File: src/rtl/sr_latch_exerciser.sv
// Built-in self-test engine for a gated SR latch: sweeps every {en,s,r} drive,
// compares q/qbar against a reference model and reports mismatches.
module sr_latch_exerciser #(
   parameter int SETTLE        = 2,
   parameter int PASSES        = 2,
   parameter int CNT_W         = 8,
   parameter int ALLOW_ILLEGAL = 0
) (
   input  logic             clk,
   input  logic             rst,
   input  logic             start,
   output logic             en,
   output logic             s,
   output logic             r,
   input  logic             q,
   input  logic             qbar,
   output logic             busy,
   output logic             done,
   output logic [CNT_W-1:0] err_cnt,
   output logic             fail,
   output logic [2:0]       last_vec
);

   typedef enum logic [2:0] {
      ST_IDLE  = 3'd0,
      ST_APPLY = 3'd1,
      ST_WAIT  = 3'd2,
      ST_CHECK = 3'd3,
      ST_DONE  = 3'd4
   } state_t;

   localparam int WAIT_W = (SETTLE < 2) ? 1 : $clog2(SETTLE);
   localparam int PASS_W = (PASSES < 2) ? 1 : $clog2(PASSES);

   localparam logic [2:0]        VEC_INIT  = 3'b101;
   localparam logic [2:0]        VEC_LAST  = (ALLOW_ILLEGAL != 0) ? 3'd7 : 3'd6;
   localparam logic [WAIT_W-1:0] WAIT_LAST = WAIT_W'(SETTLE - 1);
   localparam logic [PASS_W-1:0] PASS_LAST = PASS_W'(PASSES - 1);
   localparam logic [CNT_W-1:0]  CNT_MAX   = {CNT_W{1'b1}};

   state_t            state_r;
   logic [2:0]        vec_r;
   logic              init_r;
   logic [PASS_W-1:0] pass_r;
   logic [WAIT_W-1:0] wait_r;
   logic              model_r;
   logic              known_r;

   logic [2:0]        vec_next_s;
   logic              vec_wrap_s;
   logic              mismatch_s;

   // Reference latch step: returns {known, value} after applying drive v.
   function automatic logic [1:0] model_step(input logic [2:0] v,
                                             input logic       known,
                                             input logic       value);
      logic [1:0] res;
      case (v)
         3'b110:  res = {1'b1, 1'b1};
         3'b101:  res = {1'b1, 1'b0};
         3'b111:  res = {1'b0, value};
         default: res = {known, value};
      endcase
      return res;
   endfunction

   // Next-vector selection and mismatch detection for the CHECK state.
   always_comb begin
      vec_next_s = 3'd0;
      vec_wrap_s = 1'b0;
      mismatch_s = known_r & ((q != model_r) | (qbar == model_r));
      if (init_r) begin
         vec_next_s = 3'd0;
         vec_wrap_s = 1'b0;
      end else if (vec_r == VEC_LAST) begin
         vec_next_s = 3'd0;
         vec_wrap_s = 1'b1;
      end else begin
         vec_next_s = vec_r + 3'd1;
         vec_wrap_s = 1'b0;
      end
   end

   // Run sequencer: all drives and status outputs are registered here.
   always_ff @(posedge clk) begin
      if (rst) begin
         state_r  <= ST_IDLE;
         vec_r    <= 3'd0;
         init_r   <= 1'b0;
         pass_r   <= {PASS_W{1'b0}};
         wait_r   <= {WAIT_W{1'b0}};
         model_r  <= 1'b0;
         known_r  <= 1'b1;
         en       <= 1'b0;
         s        <= 1'b0;
         r        <= 1'b0;
         busy     <= 1'b0;
         done     <= 1'b0;
         err_cnt  <= {CNT_W{1'b0}};
         fail     <= 1'b0;
         last_vec <= 3'd0;
      end else begin
         case (state_r)
            ST_IDLE, ST_DONE: begin
               if (start) begin
                  state_r  <= ST_APPLY;
                  vec_r    <= VEC_INIT;
                  init_r   <= 1'b1;
                  pass_r   <= {PASS_W{1'b0}};
                  busy     <= 1'b1;
                  done     <= 1'b0;
                  err_cnt  <= {CNT_W{1'b0}};
                  fail     <= 1'b0;
                  last_vec <= 3'd0;
               end
            end
            ST_APPLY: begin
               {en, s, r}         <= vec_r;
               {known_r, model_r} <= model_step(vec_r, known_r, model_r);
               wait_r             <= {WAIT_W{1'b0}};
               state_r            <= ST_WAIT;
            end
            ST_WAIT: begin
               if (wait_r == WAIT_LAST) begin
                  state_r <= ST_CHECK;
               end else begin
                  wait_r <= wait_r + WAIT_W'(1);
               end
            end
            ST_CHECK: begin
               if (mismatch_s) begin
                  if (err_cnt != CNT_MAX) begin
                     err_cnt <= err_cnt + CNT_W'(1);
                  end
                  fail     <= 1'b1;
                  last_vec <= vec_r;
               end
               vec_r  <= vec_next_s;
               init_r <= 1'b0;
               // A wrap on the final pass ends the run and parks the drives low.
               if (vec_wrap_s && (pass_r == PASS_LAST)) begin
                  state_r    <= ST_DONE;
                  pass_r     <= {PASS_W{1'b0}};
                  busy       <= 1'b0;
                  done       <= 1'b1;
                  {en, s, r} <= 3'b000;
               end else if (vec_wrap_s) begin
                  pass_r  <= pass_r + PASS_W'(1);
                  state_r <= ST_APPLY;
               end else begin
                  state_r <= ST_APPLY;
               end
            end
            default: begin
               state_r    <= ST_IDLE;
               busy       <= 1'b0;
               done       <= 1'b0;
               {en, s, r} <= 3'b000;
            end
         endcase
      end
   end

endmodule

File: config.mk
export PLATFORM = sky130hd
export DESIGN_NAME = sr_latch_exerciser
export DESIGN_NICKNAME = d
export VERILOG_FILES = /design/src/rtl/sr_latch_exerciser.sv
export SDC_FILE = /design/constraint.sdc
export NUM_CORES = 1
export LEC_CHECK = 0
export CAP_MARGIN = 0
export CORE_MARGIN = 2
export CORE_UTILIZATION = 33
export CTS_BUF_LIST = sky130_fd_sc_hd__clkbuf_8
export DETAILED_ROUTE_END_ITERATION = 6
export PLACE_DENSITY_LB_ADDON = 0.12
export SETUP_SLACK_MARGIN = 0.2
export SYNTH_ARGS = -nofsm -noshare
export SYNTH_HDL_FRONTEND = slang
export SYNTH_SLANG_ARGS = --single-unit
File: constraint.sdc
create_clock -name clk -period 2.7 [get_ports clk]
set_clock_uncertainty 0.1 [all_clocks]
set_input_delay 0.405 -clock clk [delete_from_list [all_inputs] [get_ports clk]]
set_output_delay 0.405 -clock clk [all_outputs]
set_load 0.1 [all_outputs]
Word-level counts from Yosys, hierarchy flattened --
Cells that the tools add are included.
Word-level totals: register bits after elaboration 28, bits in latches 0, memory bits (writable) 0, memory bits (read-only) 0, output and inout bits 17, memories 0
Cells by class: $add $sub $neg 4, $mul 0, div/mod/pow operators 0, order comparisons 0, eq/ne operators 16, shift-type cells 0, muxes and demuxes 35, bitwise gates (word level) 5, reductions and logical operators 18
Operators with widths (count):
- $mux W3 | 8
- $mux W8 | 3
- $pmux W8 S2 | 1
- $pmux W1 S3 | 5
- $eq A3 B3 Y1 const B | 4
- $pmux W3 S2 | 2
- $pmux W3 S4 | 1
- $reduce_and A3 Y1 | 4
- $mux W1 | 10
- $ne A2 B2 Y1 const B | 5
- $add A8 B1 Y8 const B | 1
- $ne A8 B8 Y1 const B | 1
- $pmux W1 S2 | 4
- $reduce_and A2 Y1 | 4
- $eq A3 B2 Y1 const B | 2
- $pmux W2 S3 | 1
- $reduce_bool A2 Y1 | 3
- $reduce_and A4 Y1 | 1
- $reduce_or A2 Y1 | 2
- $add A3 B1 Y3 const B | 1
- $eq A3 B1 Y1 const B | 1
- $logic_not A3 Y1 | 1
- $ne A3 B3 Y1 const B | 1
- $not A1 Y1 | 3
- other kinds (8) | 9

Depth between registers and ports, before layout --
Gate-level depths: netlist of the first run.
depth after elaboration 6, gate-level depth with buffers 7

Least setup slack after synthesis of the first run --
No wires, ideal clock.
kind reg-to-reg, from register err_cnt[0], to register err_cnt[4], library setup time 0.116 ns, arrival 2.031 ns, required time 2.484 ns, setup slack 0.453 ns, stages on the path, launching flop included 6, period minus slack after synthesis 2.247 ns, cells stage by stage dfxtp_1 ha_1 nand3_1 nand2b_1 a22o_1 a21o_1
On the way: longest elaborated chain between the ends 4, elaborated cells on any way between the ends 7, those cells by class add/sub: 1; eq/ne: 2; mux: 3; reduce/logical: 1
Ends and longest elaborated chain:
- from (decl) | line 19 | output logic [CNT_W-1:0] err_cnt,
- from (signal assigned) | line 99 | err_cnt <= {CNT_W{1'b0}};
- from (signal assigned) | line 112 | err_cnt <= {CNT_W{1'b0}};
- from (signal assigned) | line 133 | err_cnt <= err_cnt + CNT_W'(1);
- $add A8 B1 Y8 | line 133
- $mux W8 | line 132 | if (err_cnt != CNT_MAX) begin
- $mux W8 | line 131 | if (mismatch_s) begin
- $pmux W8 S2 | line 103 | case (state_r)
Several ways; a longest one is shown, not always the timed one. The select of a mux whose other input is x is not followed. A chain may end at the register's enable or synchronous reset.

Final worst setup path of the first run --
from register vec_r[1], to register known_r
On the way: longest elaborated chain between the ends 3, elaborated cells on any way between the ends 6, those cells by class eq/ne: 3; mux: 1; reduce/logical: 2
Ends and longest elaborated chain:
- from (decl) | line 42 | logic [2:0] vec_r;
- from (signal assigned) | line 138 | vec_r <= vec_next_s;
- $eq A3 B3 Y1 | line 58 | case (v)
- $reduce_bool A3 Y1 (no line)
- $reduce_and A2 Y1 (no line)
- to (signal assigned) | line 119 | {known_r, model_r} <= model_step(vec_r, known_r, model_r);
- to (decl) | line 47 | logic known_r;
Several ways; a longest one is shown, not always the timed one.

==> results of run 1 <==
worst paths after layout:
kind / cells after the start / to / from / slack [ns]
min reg2reg: 2 / fail / fail / 0.37
max: 5 / known_r / vec_r[1] / 0.60
min: 2 / fail / fail / 0.37
max reg2reg: 5 / known_r / vec_r[1] / 0.60
synthesized netlist by cell type, drive strengths merged, types with 2 or more instances:
cell | n | area share (%)
a21oi | 8 | 2.8
and2 | 3 | 1.3
mux2i | 3 | 2.1
nand3b | 4 | 2.1
nand2b | 3 | 1.3
o2bb2a | 2 | 1.4
nor4b | 3 | 1.8
nand4b | 2 | 1.2
buf | 3 | 1.6
or3b | 2 | 1.2
a31oi | 4 | 1.7
a2bb2oi | 2 | 1.2
ha | 2 | 1.7
and3 | 2 | 0.86
a2111oi | 2 | 1.2
clkbuf | 7 | 1.8
nand4 | 2 | 1.9
nand3 | 10 | 3.5
nor2 | 16 | 4.1
or4 | 3 | 1.6
dfxtp | 28 | 39
a21o | 2 | 1.0
nand2 | 15 | 3.9
a211oi | 3 | 1.6
and4bb | 2 | 1.7
inv | 7 | 1.8
nor3 | 4 | 1.4
a22o | 2 | 1.2
o21ai | 11 | 3.8
per-stage QoR:
stage	std cells	power, mW	util (%)	worst slack (ns)
6_report	244	0.9494	40.50	0.5979
5_1_grt	244	0.9993	40.50	0.4165
4_1_cts	244	0.9644	40.50	0.6004
3_5_place_dp	240	0.6212	38.84	0.3986
3_3_place_gp	240	0.6201	38.84	0.4561
2_1_floorplan	172	0.5772	-	0.4530
registers in the layout, indices dropped and copies added, names as in the netlist:
register  count
err_cnt       8
last_vec      3
state_r       3
vec_r         3
busy          1
done          1
en            1
fail          1
init_r        1
known_r       1
model_r       1
pass_r        1
r             1
s             1
wait_r        1
cell type report:
type	count	area, µm²
clock inverters	1	30.03
flip-flops and latches	28	560.5
well taps	52	65.06
clock buffers	3	41.29
multi-input cells	127	810.8
repair buffers	26	205.2
inverters	7	26.28
fillers	451	2555
power breakdown:
| group | internal [mW] | total (mW) | switching [mW] |
|---|---|---|---|
| Combinational | 0.0577 | 0.158 | 0.101 |
| Sequential | 0.430 | 0.452 | 0.0217 |
| Clock | 0.199 | 0.339 | 0.141 |
| Total | 0.687 | 0.949 | 0.263 |
kinds of logic after synthesis:
group / Yosys count / synth area share, %
simple gates: 76 / 30.51
xor+xnor: 2 / 1.210
fa+ha+maj: 2 / 1.728
buf+inv: 17 / 5.273
compound gates: 43 / 19.71
flops: 28 / 38.72
mux: 4 / 2.852
worst max-delay path: cells and delay by family, from the launching register on:
kind | cells | cell delay (ns)
compound gates | 1 | 0.35
simple gates | 2 | 0.79
buf+inv | 1 | 0.06
flops | 1 | 0.54
fa+ha+maj | 1 | 0.16
per-layer routing:
| metal | wire length, µm | vias to the layer above |
|---|---|---|
| li1 | - | 676 |
| met1 | 1621 | 626 |
| met2 | 1583 | 21 |
| met3 | 110 | 4 |
| met4 | 45 | 0 |
| met5 | 0 | - |
==> results.json, run 1 <==
{
  "gr-total-overflow": 0,
  "ys_ff_latch": 28,
  "fp.coreArea_um2": 4294,
  "numCtsBuffers": 3,
  "syn_area_um2": 1448,
  "grt_usage_pct": 14.00,
  "synth.net_count": 179,
  "p_leak_nw": 0.6624,
  "worst_slew_pin_slew_ns": 0.5313,
  "postCtsSetupRepairBufs": 0,
  "clock_latency_ns": 0.28,
  "drtIter0Drc": 63,
  "fin_crit_sh_pct": 77.86,
  "cp_max_fo": 12,
  "cp_slowest_cell": "or4b_2",
  "cts_resized": 0,
  "cts_tree": "yes",
  "crit_required_ns": 2.77,
  "grt_setup_unrepaired": "no",
  "vias_per_cell": 5.439,
  "timing.fmax_mhz": 475.7,
  "clock-sinks": 28,
  "use_met2_pct": 22.43,
  "cp-start-kind": "flip-flop",
  "ctsHtreeMaxLevel": 1,
  "layout_commonest_cell": "dfxtp_1",
  "grt_pass1_wl_um": 5727,
  "critPathKind": "flip-flop to flip-flop",
  "die_w_um": 70.23,
  "arrival_ns": 2.17,
  "drc": 0,
  "antenna_found_initial": 0,
  "synth.distinct_cells": 48,
  "io_buffers": 21,
  "dp_hpwl_um": 2391,
  "cpPeakStageDelay_ns": 0.61,
  "wire_per_inst_um": 13.77,
  "start_util_pct": 33.71,
  "grt_max_degree": 17,
  "cts_root_buffer": "clkbuf_8",
  "finalInstanceArea_um2": 1739,
  "powerDensity_nw_per_um2": 545.9,
  "whs_ns": 0.3660,
  "grt_pass1_vias": 1218,
  "maxCapViolCount": 0,
  "drtPass1Iterations": 4,
  "antennaDiodeCount": 0,
  "met3_usage_pct": 2.309,
  "fp.dieH_um": 70.23,
  "ios": 22,
  "gp_congestion": 0.7443,
  "top_usage_layer": "met2",
  "final_cell_mix": "dfxtp_1 (28), buf_4 (22), nor2_1 (16)",
  "vdd_drop_max_mv": 0.2219,
  "cts_hold_buf": 0,
  "area_growth_pct": 20.14,
  "setup_viol": 0,
  "synth-async-reset-ratio_pct": 0,
  "synth_warnings": 0,
  "avgSynthCellArea_um2": 8.417,
  "min_period_ns": 2.102,
  "dpl-instance-area_um2": 1668,
  "cts.path.max_buffers": 2,
  "hold_viol_final": 0,
  "nets": 200,
  "endpoint_kind": "flip-flop",
  "grt_util_met1_pct": 18.97,
  "drv_slew": 0,
  "fin_tns_setup_ns": 0,
  "num_rows": 24,
  "path_clk_slew_ns": 0.11,
  "routed_wl_um": 3361,
  "max_slew_margin_pct": 63.66,
  "crit_chain": "and2_1 -> ha_1 -> inv_1 -> or4b_2 -> a221o_1",
  "hold_class": "flip-flop to flip-flop",
  "synth_cells": 172,
  "detail-route-antenna-nets": 0,
  "vias": 1327,
  "synth_edf_count": 0,
  "die-area_um2": 4932,
  "ys.flop_type": "dfxtp_1",
  "status": "finished clean",
  "drive_above_1_share_pct": 16.67,
  "synth_seq_area_share_pct": 38.72
}
Power figures use the tool's default switching activity.
==> run 2: changes to the inputs <==
==> constraint.sdc (replaced) <==
create_clock -name clk -period 2.2 [get_ports clk]
set_clock_uncertainty 0.1 [all_clocks]
set_input_delay 0.33 -clock clk [delete_from_list [all_inputs] [get_ports clk]]
set_output_delay 0.33 -clock clk [all_outputs]
set_load 0.1 [all_outputs]
==> results.json, run 2 (synthesis gave the netlist of run 1 again) <==
{
  "ios": 22,
  "regToRegSetupSlack_ns": 0.29,
  "layout_commonest_cell": "buf_4",
  "worst_slew_pin_slew_ns": 0.4513,
  "hold_viol_final": 0,
  "min_period_ns": 1.906,
  "rr_endpoint": "known_r",
  "dp_hpwl_um": 2479,
  "worst_slack_ns": 0.2943,
  "numCtsBuffers": 3,
  "fp.dieH_um": 70.23,
  "status": "finished clean",
  "dpl-instance-area_um2": 1705,
  "ctsHtreeMaxLevel": 1,
  "drive_above_1_share_pct": 23.98,
  "antenna_found_initial": 0,
  "vias_per_cell": 5.460,
  "p_leak_nw": 0.6792,
  "io_buffers": 21,
  "clock_latency_ns": 0.27,
  "cp-start-kind": "flip-flop",
  "grt_setup_unrepaired": "no",
  "die-area_um2": 4932,
  "fin_cells": 248,
  "gr-total-overflow": 0,
  "max_slew_margin_pct": 69.49,
  "clock-sinks": 28,
  "final_cell_mix": "buf_4 (26), dfxtp_1 (19), nand2_1 (15), nor2_1 (15), o21ai_0 (11)",
  "cts_hold_buf": 0,
  "r2r_cells": 5,
  "fin_tns_setup_ns": 0,
  "routed_wl_um": 3447,
  "endpoint_kind": "flip-flop",
  "die_w_um": 70.23,
  "drtIter0Drc": 65,
  "dp_cells": 244,
  "cts_tree": "yes",
  "cts.path.max_buffers": 2,
  "hold_class": "flip-flop to flip-flop",
  "worstSetupStartpoint": "vec_r[0]",
  "start_util_pct": 33.71,
  "crit_required_ns": 2.27,
  "post-place-ws_ns": -0.03448,
  "gp_congestion": 0.7792,
  "area_growth_pct": 22.56,
  "timing.rr.start": "vec_r[0]",
  "grt_max_degree": 17,
  "min_from": "fail",
  "fillCellCount": 441,
  "cts_root_buffer": "clkbuf_8",
  "finalInstanceArea_um2": 1774,
  "whs_endpoint": "fail",
  "powerDensity_nw_per_um2": 612.9,
  "whs_ns": 0.3778,
  "largest-register": "err_cnt",
  "detail-route-antenna-nets": 0,
  "timing.fmax_mhz": 524.7,
  "wire_per_inst_um": 13.90,
  "whs_path_depth": 2,
  "fin_crit_sh_pct": 86.62,
  "grt_pass1_vias": 1341,
  "cp_max_fo": 6,
  "nets": 204,
  "path_clk_slew_ns": 0.10,
  "critPathKind": "flip-flop to flip-flop",
  "num_rows": 24,
  "setup_viol": 0,
  "antennaDiodeCount": 0,
  "grt_pass1_wl_um": 6134,
  "arrival_ns": 1.97,
  "drtPass1Iterations": 4,
  "grt_usage_pct": 14.90,
  "drv_slew": 0,
  "maxCapViolCount": 0,
  "vdd_drop_max_mv": 0.2607,
  "fp.coreArea_um2": 4294,
  "largest_register_ffs": 8,
  "drc": 0,
  "vias": 1354
}
## run 2: final cells by class
| class | count | area, µm² | area share [%] |
|---|---|---|---|
| tap | 52 | 65.06 | 3.667 |
| multi-input combinational | 127 | 820.8 | 46.26 |
| sequential | 28 | 571.8 | 32.23 |
| clock buffer | 4 | 55.05 | 3.103 |
| inverter | 7 | 26.28 | 1.481 |
| timing repair buffer | 30 | 235.2 | 13.26 |
## run 2: what timing repair did
item	4_1_cts	5_1_grt
setup buffers	0	0
gates resized for setup	0	7
endpoints found under the setup margin	0	6
## run 2: layer usage
layer  up-vias  GRT usage, %  routed length, µm
met5         -             0                  0
met3         2         2.309                 90
met1       644         19.41               1623
li1        682             -                  -
met4         0         3.632                 19
met2        26         25.68               1714
## run 2: worst max-delay path: stages (launching register included)
cell	delay, ns
dfxtp_2	0.39
and2_1	0.14
ha_1	0.15
inv_1	0.06
or4b_2	0.61
a221o_1	0.35
## run 2: power by group
group / switching [mW] / internal (mW)
clock network: 0.164 / 0.160
registers: 0.0262 / 0.530
logic: 0.129 / 0.0784
total: 0.319 / 0.768
## run 2: worst max path at each step
stage | end | slack (ns) | depth (start not counted)
2_1_floorplan | err_cnt[2] | 0.21 | 4
6_report | known_r | 0.29 | 5
3_3_place_gp | err_cnt[6] | 0.1 | 4
4_1_cts | known_r | 0.24 | 5
5_1_grt | err_cnt[0] | 0.21 | 4
3_5_place_dp | err_cnt[6] | -0.03 | 4
## run 2: per-stage QoR
| step | total power [mW] | util [%] |
|---|---|---|
| finish | 1.087 | 41.32 |
| global route | 1.143 | 41.32 |
| floorplan | 0.7085 | - |
| detailed placement | 0.7722 | 39.71 |
| global placement | 0.7692 | 39.71 |
| CTS | 1.099 | 41.00 |
